<file path="src/rtl/cpu_pkg.sv">
// Shared CPU definitions: default widths, FSM state codes, output select
// codes and the opcode constants used to build instruction words.
package cpu_pkg;

  // Default instruction word width and fetch/load address width.
  localparam int DATA_W_DEF = 16;
  localparam int ADDR_W_DEF = 5;

  // Program memory FSM state encoding.
  localparam logic [0:0] ST_RUN  = 1'b0;
  localparam logic [0:0] ST_LOAD = 1'b1;

  // Source selection for the registered fetch data output.
  localparam logic [1:0] SEL_ZERO = 2'd0;  // reset value, nothing fetched yet
  localparam logic [1:0] SEL_NOP  = 2'd1;  // out-of-range address
  localparam logic [1:0] SEL_RAM  = 2'd2;  // RAM read register

  // Opcode field (top nibble of an instruction word).
  localparam logic [3:0] OP_NOP  = 4'h0;
  localparam logic [3:0] OP_ADD  = 4'h1;
  localparam logic [3:0] OP_SUB  = 4'h2;
  localparam logic [3:0] OP_AND  = 4'h3;
  localparam logic [3:0] OP_OR   = 4'h4;
  localparam logic [3:0] OP_LD   = 4'h8;
  localparam logic [3:0] OP_ST   = 4'h9;
  localparam logic [3:0] OP_LDI  = 4'hB;
  localparam logic [3:0] OP_JMP  = 4'hC;
  localparam logic [3:0] OP_BEQ  = 4'hD;
  localparam logic [3:0] OP_HALT = 4'hF;

  // Assemble an instruction word from opcode and 12-bit operand field.
  function automatic logic [DATA_W_DEF-1:0] mk_instr(input logic [3:0]  op,
                                                     input logic [11:0] arg);
    return {op, arg};
  endfunction

  // Word returned for fetches beyond the implemented depth.
  localparam logic [DATA_W_DEF-1:0] NOP_WORD_DEF = mk_instr(OP_NOP, 12'h000);

endpackage

</file>
<file path="src/rtl/pm_ram.sv">
// Simple dual-port program RAM: one synchronous write port, one synchronous
// read port with read enable. Contents are zero at power-up and are never
// cleared by reset, so the array maps onto block or distributed RAM.
module pm_ram
  import cpu_pkg::*;
#(
  parameter int DATA_W = DATA_W_DEF,
  parameter int ADDR_W = ADDR_W_DEF,
  parameter int DEPTH  = 32
) (
  input  logic              clk,
  input  logic              i_wr_en,
  input  logic [ADDR_W-1:0] i_wr_addr,
  input  logic [DATA_W-1:0] i_wr_data,
  input  logic              i_rd_en,
  input  logic [ADDR_W-1:0] i_rd_addr,
  output logic [DATA_W-1:0] o_rd_data
);

  logic [DATA_W-1:0] r_mem [DEPTH] = '{default: '0};
  logic [DATA_W-1:0] r_rd_data = '0;

  // Write port: the caller guarantees i_wr_addr < DEPTH when enabled.
  always_ff @(posedge clk) begin
    if (i_wr_en) begin
      r_mem[i_wr_addr] <= i_wr_data;
    end
  end

  // Read port: the read register holds its value when no read is enabled.
  always_ff @(posedge clk) begin
    if (i_rd_en) begin
      r_rd_data <= r_mem[i_rd_addr];
    end
  end

  assign o_rd_data = r_rd_data;

endmodule

</file>
<file path="src/rtl/prog_mem_loadable.sv">
// Loadable program memory: one-cycle fetch port for the CPU front end plus a
// streaming load port that rewrites the program at run time. Fetches are
// blocked while a load is in progress, so reads never collide with writes.
module prog_mem_loadable
  import cpu_pkg::*;
#(
  parameter int                DATA_W   = DATA_W_DEF,
  parameter int                ADDR_W   = ADDR_W_DEF,
  parameter int                DEPTH    = 32,
  parameter logic [DATA_W-1:0] NOP_WORD = DATA_W'(NOP_WORD_DEF)
) (
  input  logic              clk,
  input  logic              rst,
  input  logic              fetch_req,
  input  logic [ADDR_W-1:0] fetch_addr,
  output logic              fetch_ready,
  output logic              fetch_valid,
  output logic [DATA_W-1:0] fetch_data,
  input  logic              load_start,
  input  logic [ADDR_W:0]   load_len,
  input  logic              load_valid,
  input  logic [DATA_W-1:0] load_data,
  output logic              load_busy,
  output logic              load_done
);

  // DEPTH expressed at load_len width; ADDR_W+1 bits hold 2**ADDR_W exactly.
  localparam logic [ADDR_W:0] DEPTH_L = (ADDR_W+1)'(DEPTH);

  logic [0:0]        r_state;
  logic [ADDR_W-1:0] r_wr_ptr;
  logic [ADDR_W:0]   r_remaining;
  logic              r_fetch_ready;
  logic              r_fetch_valid;
  logic [1:0]        r_data_sel;
  logic              r_load_busy;
  logic              r_load_done;

  logic              w_in_range;
  logic              w_fetch_acc;
  logic              w_rd_en;
  logic              w_wr_en;
  logic              w_last_word;
  logic [ADDR_W:0]   w_eff_len;
  logic [DATA_W-1:0] w_ram_rd_data;
  logic [DATA_W-1:0] w_fetch_data;

  // Address guard: unsigned compare of the PC against the implemented depth.
  assign w_in_range  = ({1'b0, fetch_addr} < DEPTH_L);
  assign w_fetch_acc = (r_state == ST_RUN) && fetch_req;
  // Out-of-range fetches never touch the RAM; the output mux supplies NOP.
  assign w_rd_en     = w_fetch_acc && w_in_range && !rst;
  // Lengths beyond the array are clipped so the write pointer stays in range.
  assign w_eff_len   = (load_len > DEPTH_L) ? DEPTH_L : load_len;
  // A reset cycle must not commit a word, even if load_valid is high.
  assign w_wr_en     = (r_state == ST_LOAD) && load_valid && !rst;
  assign w_last_word = (r_remaining == (ADDR_W+1)'(1));

  pm_ram #(
    .DATA_W (DATA_W),
    .ADDR_W (ADDR_W),
    .DEPTH  (DEPTH)
  ) u_ram (
    .clk       (clk),
    .i_wr_en   (w_wr_en),
    .i_wr_addr (r_wr_ptr),
    .i_wr_data (load_data),
    .i_rd_en   (w_rd_en),
    .i_rd_addr (fetch_addr),
    .o_rd_data (w_ram_rd_data)
  );

  // Load FSM: RUN serves fetches, LOAD streams words into the RAM.
  always_ff @(posedge clk) begin
    if (rst) begin
      r_state       <= ST_RUN;
      r_wr_ptr      <= '0;
      r_remaining   <= '0;
      r_fetch_ready <= 1'b1;
      r_load_busy   <= 1'b0;
      r_load_done   <= 1'b0;
    end else begin
      r_load_done <= 1'b0;
      case (r_state)
        ST_RUN: begin
          if (load_start) begin
            if (load_len == '0) begin
              // Empty load: acknowledge immediately, no state change.
              r_load_done <= 1'b1;
            end else begin
              r_state       <= ST_LOAD;
              r_wr_ptr      <= '0;
              r_remaining   <= w_eff_len;
              r_fetch_ready <= 1'b0;
              r_load_busy   <= 1'b1;
            end
          end
        end
        ST_LOAD: begin
          // load_start is deliberately ignored here.
          if (load_valid) begin
            r_remaining <= r_remaining - (ADDR_W+1)'(1);
            if (w_last_word) begin
              // Park the pointer at 0 so it never steps past DEPTH-1.
              r_state       <= ST_RUN;
              r_wr_ptr      <= '0;
              r_fetch_ready <= 1'b1;
              r_load_busy   <= 1'b0;
              r_load_done   <= 1'b1;
            end else begin
              r_wr_ptr <= r_wr_ptr + ADDR_W'(1);
            end
          end
        end
        default: begin
          r_state       <= ST_RUN;
          r_wr_ptr      <= '0;
          r_remaining   <= '0;
          r_fetch_ready <= 1'b1;
          r_load_busy   <= 1'b0;
        end
      endcase
    end
  end

  // Fetch response: valid one cycle after an accepted request; the data
  // source selection only changes on an accepted request so data holds.
  always_ff @(posedge clk) begin
    if (rst) begin
      r_fetch_valid <= 1'b0;
      r_data_sel    <= SEL_ZERO;
    end else begin
      r_fetch_valid <= w_fetch_acc;
      if (w_fetch_acc) begin
        r_data_sel <= w_in_range ? SEL_RAM : SEL_NOP;
      end
    end
  end

  // Output data mux between zero, NOP and the RAM read register.
  always_comb begin
    w_fetch_data = '0;
    case (r_data_sel)
      SEL_ZERO: w_fetch_data = '0;
      SEL_NOP:  w_fetch_data = NOP_WORD;
      SEL_RAM:  w_fetch_data = w_ram_rd_data;
      default:  w_fetch_data = '0;
    endcase
  end

  assign fetch_ready = r_fetch_ready;
  assign fetch_valid = r_fetch_valid;
  assign fetch_data  = w_fetch_data;
  assign load_busy   = r_load_busy;
  assign load_done   = r_load_done;

endmodule
</file>
<file path="config.mk">
export PLATFORM = sky130hd
export DESIGN_NAME = prog_mem_loadable
export DESIGN_NICKNAME = d
export VERILOG_FILES = /design/src/rtl/cpu_pkg.sv /design/src/rtl/pm_ram.sv /design/src/rtl/prog_mem_loadable.sv
export SDC_FILE = /design/constraint.sdc
export NUM_CORES = 1
export LEC_CHECK = 0
export ABC_AREA = 1
export BUFFER_PORTS_ARGS = -buffer_cell sky130_fd_sc_hd__buf_2
export CORE_ASPECT_RATIO = 1.2
export CORE_MARGIN = 2
export CORE_UTILIZATION = 43
export CTS_BUF_LIST = sky130_fd_sc_hd__clkbuf_2 sky130_fd_sc_hd__clkbuf_4 sky130_fd_sc_hd__clkbuf_8
export CTS_CLUSTER_SIZE = 14
export DETAILED_ROUTE_END_ITERATION = 10
export HOLD_SLACK_MARGIN = 0.1
export PLACE_DENSITY = 0.69
export SETUP_SLACK_MARGIN = 0.05
export SLEW_MARGIN = 20
export SYNTH_ARGS = -nofsm -noshare
export SYNTH_HDL_FRONTEND = slang
export SYNTH_SLANG_ARGS = --single-unit
export TNS_END_PERCENT = 10
</file>
<file path="constraint.sdc">
create_clock -name clk -period 5.32 [get_ports clk]
set_input_delay 0.532 -clock clk [delete_from_list [all_inputs] [get_ports clk]]
set_output_delay 0.532 -clock clk [all_outputs]
set_load 0.1 [all_outputs]
</file>
# Word level (Yosys, flattened, before mapping)
# Memory sizes are Yosys's and may differ from the RTL's. A register that Yosys moved wholly into a read port is not among the register bits.
# Cells that the tools add are included.
dict set report word_totals {
  register_bits 17
  mem_bits_rw 512
  out_inout_bits 20
  elab_cells 59
  mem_count 1
}
dict set report classes {
  addsub 2
  order_cmp 1
  n_eq_ne 5
  n_mux 33
  n_bitwise 1
  reduce_logical 8
}
# memory words word_bits rd rd_clocked_by_memory_dff wr line
set memory_table {}
lappend memory_table {u_ram.r_mem 32 16 1 1 1 pm_ram.sv:20} ;# logic [DATA_W-1:0] r_mem [DEPTH] = '{default: '0};
# cell count
set ops {}
lappend ops {{$mux 6} 4}
lappend ops {{$mux 5} 4}
lappend ops {{$mux 1} 18}
lappend ops {{$mux 16} 1}
lappend ops {{$pmux 6 s2} 1}
lappend ops {{$pmux 5 s2} 1}
lappend ops {{$pmux 1 s2} 4}
lappend ops {{$eq 6x1->1 const B} 1}
lappend ops {{$gt 6x6->1 const B} 1}
lappend ops {{$logic_not 6->1} 1}
lappend ops {{$ne 2x2->1 const B} 3}
lappend ops {{$sub 6x1->6 const B} 1}
lappend ops {{$add 5x1->5 const B} 1}
lappend ops {{$logic_and 1x1->1} 4}
lappend ops {{$reduce_and 4->1} 1}
lappend ops {{$reduce_and 3->1} 1}
lappend ops {{$ne 2x1->1 const B} 1}
lappend ops {{$logic_not 1->1} 1}
lappend ops {{$not 1->1} 1}

# Depth between registers and ports, before layout
dict set report depth {
  word_depth 5
  depth_mapped 12
  depth_no_buf 9
}

# Hierarchy
# Synthesis repeated with hierarchy kept, for this count alone.
dict set report unflattened {
  cells_unflattened 1968
  area_unflattened_um2 22592.9
}
# module n_inst cells_per_inst area_per_inst_um2 seq_area_each_um2
set modules_own_cells {}
lappend modules_own_cells {pm_ram 1 1794 21461.8 15855.2}
lappend modules_own_cells {prog_mem_loadable 1 174 1131.1 340.3}

# Worst setup path after synthesis
# Ideal clock, no wire load.
dict set report synth_timing {
  path_kind {input-to-reg}
  from {in rst}
  to {mem u_ram.r_mem[0][0] (netlist name), enable pin}
  setup_ns 0.388
  t_arrival_ns 1.810
  required_time_ns 4.932
  setup_slack_ns 3.121
  stages 4
  n_path_buf 1
  path_cell_list {clkbuf_1 nor2_1 nand2_1 nor2_1}
}
dict set report synth_via {
  elab_chain_cells 4
}
# element line
set synth_rtl {}
lappend synth_rtl {{start, declared} prog_mem_loadable.sv:13} ;# input logic rst,
lappend synth_rtl {{$logic_not 1->1} prog_mem_loadable.sv:56} ;# assign w_wr_en = (r_state == ST_LOAD) && load_valid && !rst;
lappend synth_rtl {{$logic_and 1x1->1} prog_mem_loadable.sv:56}
lappend synth_rtl {{$mux 1} pm_ram.sv:25} ;# if (i_wr_en) begin
lappend synth_rtl {{$mux 1 (implied by the code)} pm_ram.sv:26} ;# r_mem[i_wr_addr] <= i_wr_data;
lappend synth_rtl {{end, declared} pm_ram.sv:20}
# Every way passes these cells.

# Worst setup path after layout
dict set report layout_timing {
  from {reg r_state}
  to {mem u_ram.r_mem[27][8] (netlist name), enable pin}
}
dict set report layout_via {
  elab_chain_cells 4
}
# element line
set layout_rtl {}
lappend layout_rtl {{start, declared} prog_mem_loadable.sv:30} ;# logic [0:0] r_state;
lappend layout_rtl {{start signal, assigned} prog_mem_loadable.sv:76} ;# r_state <= ST_RUN;
lappend layout_rtl {{start signal, assigned} prog_mem_loadable.sv:91} ;# r_state <= ST_LOAD;
lappend layout_rtl {{start signal, assigned} prog_mem_loadable.sv:105} ;# r_state <= ST_RUN;
lappend layout_rtl {{$logic_and 1x1->1 (2 in a row)} prog_mem_loadable.sv:56}
lappend layout_rtl {{$mux 1} pm_ram.sv:25}
lappend layout_rtl {{$mux 1 (implied by the code)} pm_ram.sv:26}
# Every way passes these cells.

==> flow_summary_export.csv <==
group,metric,value,unit
timing,report.final.hold_viol_count,0,
worst_setup_path,end_kind,"register",
global_route,grt_util_met1,26.76,%
logic_synthesis,syn_nets,2001,
timing,setup-tns-final,0,ps
floorplan,chipHeight,254.9,µm
global_route,grt_use_met2,35.18,%
final_layout,drive_gt1_share,10.34,%
final_layout,area_growth,9.731,%
global_route,grt_pass1_wl,84740,µm
global_route,grt.total_usage,20.76,%
outcome,status,"complete, no violations",
final_layout,layout_commonest_cell,"nand2_1",
worst_setup_path,cp_slowest_cell,"nor2_1",
clock_tree,cts.clk_slew.worst_paths,60,ps
timing,final_max_slew_viol_count,0,
timing,skew,22.83,ps
global_route,grt_pass1_vias,14706,
timing,fin_crit,2849,ps
logic_synthesis,ys_types,27,
power_and_ir_drop,power_frac_seq,54.8,%
power_and_ir_drop,p_comb_share,7.0,%
power_and_ir_drop,ir_drop,0.2063,mV
routing,ant_nets,0,
worst_setup_path,worstPathMaxFanout,14,
worst_setup_path,worst_ep_arrival_time,3170,ps
floorplan,die_w,213.1,µm
worst_setup_path,max_stage_delay,810,ps
routing,vias,15042,
power_and_ir_drop,switching_share,23.56,%
logic_synthesis,netlist_area,22550,µm²
clock_tree,clk_path_buf_depth,3,
worst_setup_path,cp-start-kind,"register",
clock_tree,post-cts-setup-buffer-count,0,
clock_tree,clk_latency,650,ps
global_route,antenna_found_initial,3,
logic_synthesis,synthFlopType,"edfxtp_1",
floorplan,placementRows,91,
worst_setup_path,critical_path_class,"register to register",
routing,firstDrtPassIters,6,
global_route,grt_busiest_layer,"met2",
final_layout,utilization,47.98,%
worst_setup_path,crit_buf_inv,1,
routing,viasPerCell,5.415,
timing,timing.fmax,351.0,MHz
logic_synthesis,avgSynthCellArea,11.49,µm²
worst_hold_path,hold_path_class,"primary input to register",
power_and_ir_drop,power.density,350.4,nW/µm²
global_route,grtUsageMet3,3.129,%
logic_synthesis,seq_area_frac_synth,71.81,%
placement,dp_hpwl,30970,µm
placement,gp_congestion,0.8132,
worst_setup_path,crit_family,"simple AND/OR/NAND/NOR gates",
routing,drtIter0Drc,1746,
global_route,grt_max_degree,181,
routing,drc,0,
logic_synthesis,synth-warning-count,0,
clock_tree,cts_tree,"done",
power_and_ir_drop,cellLeakagePower,9.261,nW
floorplan,dieArea,54300,µm²
timing,slew_headroom,28.90,%
clock_tree,cts_root_buf,"clkbuf_8",
timing,grt_setup_unrepaired,"no",
worst_setup_path,cp.required,5640,ps
floorplan,pin_count,52,
timing,finalSetupViolations,0,
power_and_ir_drop,power.share.clock,38.2,%
routing,post_drt_wl_per_cell,20.01,µm
logic_synthesis,syn_inst,1963,
power_and_ir_drop,internal_power,6.629,mW
logic_synthesis,synthArstFlopShare,0,%
routing,wl,55580,µm
timing,period_share,53.55,%
placement,io_buffers,51,
floorplan,start_util,43.73,%
timing,worstMarginPinSlew,1067,ps
clock_tree,hold_buffers,0,
clock_tree,ctsResizeCount,0,
clock_tree,htreeDepth,3,
final_layout,nets,2060,
run,cap_viol_max_count,0,
global_route,grt_overflow,0,
logic_synthesis,synth_seq_cells,545,
floorplan,core_area,51580,µm²
clock_tree,numCtsBuffers,79,
worst_setup_path,crit_chain,"nand2_1 > nor2_1 > nand2_1 > nor2_1 > buf_4",
clock_tree,cts_sinks,545,
final_layout,fillers,4535,
final_layout,final_cell_mix,"777 x nand2_1, 528 x edfxtp_1, 395 x nand3_1",
power_and_ir_drop,p_sw,2.043,mW
logic_synthesis,synth-edff-count,528,
-- layer usage --
| metal | part of all wire, % | up-vias |
|---|---|---|
| li1 | - | 6896 |
| met1 | 39 | 7244 |
| met2 | 49 | 777 |
| met3 | 8.2 | 123 |
| met4 | 3.0 | 2 |
| met5 | 0.023 | - |
-- area by class of cell --
cell class / count / area [µm²] / share of cell area, %
flip-flops and latches: 545 / 16200 / 65.44
clock buffers: 104 / 1319 / 5.329
multi-input cells: 1264 / 5361 / 21.66
repair buffers: 93 / 606.8 / 2.452
clock inverters: 35 / 232.7 / 0.9404
inverters: 39 / 157.7 / 0.6370
diodes: 1 / 2.502 / 0.01011
well taps: 697 / 872.1 / 3.524
-- worst register-to-register path, stage by stage, from the launching register on --
cell	delay [ps]
dfxtp_1	630
nand2_1	180
nor2_1	250
nand2_1	300
nor2_1	810
buf_4	360
-- power groups by stage --
stage | registers [mW] | logic [mW] | clock network [mW]
after floorplan | 4.85 | 0.423 | 0
after global placement | 4.85 | 0.592 | 0
after detailed placement | 4.85 | 0.603 | 0
after CTS | 4.76 | 0.604 | 3.36
after global routing | 4.76 | 0.666 | 3.53
final | 4.76 | 0.606 | 3.31
-- state kept, by name, indices dropped and copies added (netlist names) --
signal,flops
fetch_ready,1
r_wr_ptr,5
load_busy,1
load_done,1
u_ram.o_rd_data,16
u_ram.r_mem,512
fetch_valid,1
r_remaining,6
r_state,1
r_data_sel,1
-- logic make-up after synthesis --
| kind of cell | synth area share (%) |
|---|---|
| buffers and inverters | 4.416 |
| flip-flops | 71.81 |
| AO/OA/AOI/OAI | 0.6713 |
| AND/OR/NAND/NOR | 22.69 |
| XOR/XNOR | 0.07768 |
| adder cells (fa/ha/maj) | 0.3329 |
-- through the flow --
stage	instances	cell area [µm²]	total power [mW]	hold WS, ps	setup slack [ps]
final	2778	24750	8.672	172.0	2471
after global placement	2638	23190	5.438	447.6	1986
after detailed placement	2638	23190	5.450	451.9	1951
after CTS	2777	24750	8.716	139.6	2495
after global routing	2778	24750	8.953	172.0	2269
after floorplan	1963	22550	5.271	462.4	3121
-- worst paths after layout --
check / from / to / slack [ps] / depth (start not counted)
worst min register to register: load_busy$_SDFFE_PP0P_ / load_busy$_SDFFE_PP0P_ / 470 / 2
worst max-delay path: r_state$_SDFF_PP0_ / u_ram.r_mem[27][8]$_DFFE_PP_ / 2470 / 5
worst min-delay path: fetch_req / fetch_valid$_SDFF_PP0_ / 170 / 3
worst max register to register: r_state$_SDFF_PP0_ / u_ram.r_mem[27][8]$_DFFE_PP_ / 2470 / 5
-- Yosys cell counts, types with 3 or more instances --
| cell type | number | share of area (%) |
|---|---|---|
| buf_1 | 9 | 0.15 |
| nand3_1 | 395 | 8.8 |
| nand4_1 | 3 | 0.083 |
| nor2_1 | 50 | 0.83 |
| buf_4 | 16 | 0.53 |
| o21ai_0 | 15 | 0.33 |
| nand2_1 | 777 | 13 |
| edfxtp_1 | 528 | 70 |
| clkbuf_1 | 20 | 0.33 |
| buf_2 | 30 | 0.67 |
| inv_1 | 37 | 0.62 |
| dfxtp_1 | 17 | 1.5 |
| ha_1 | 6 | 0.33 |
| buf_6 | 38 | 1.9 |
| a21oi_1 | 10 | 0.22 |
Note: power is estimated with default switching activity, not from simulation.
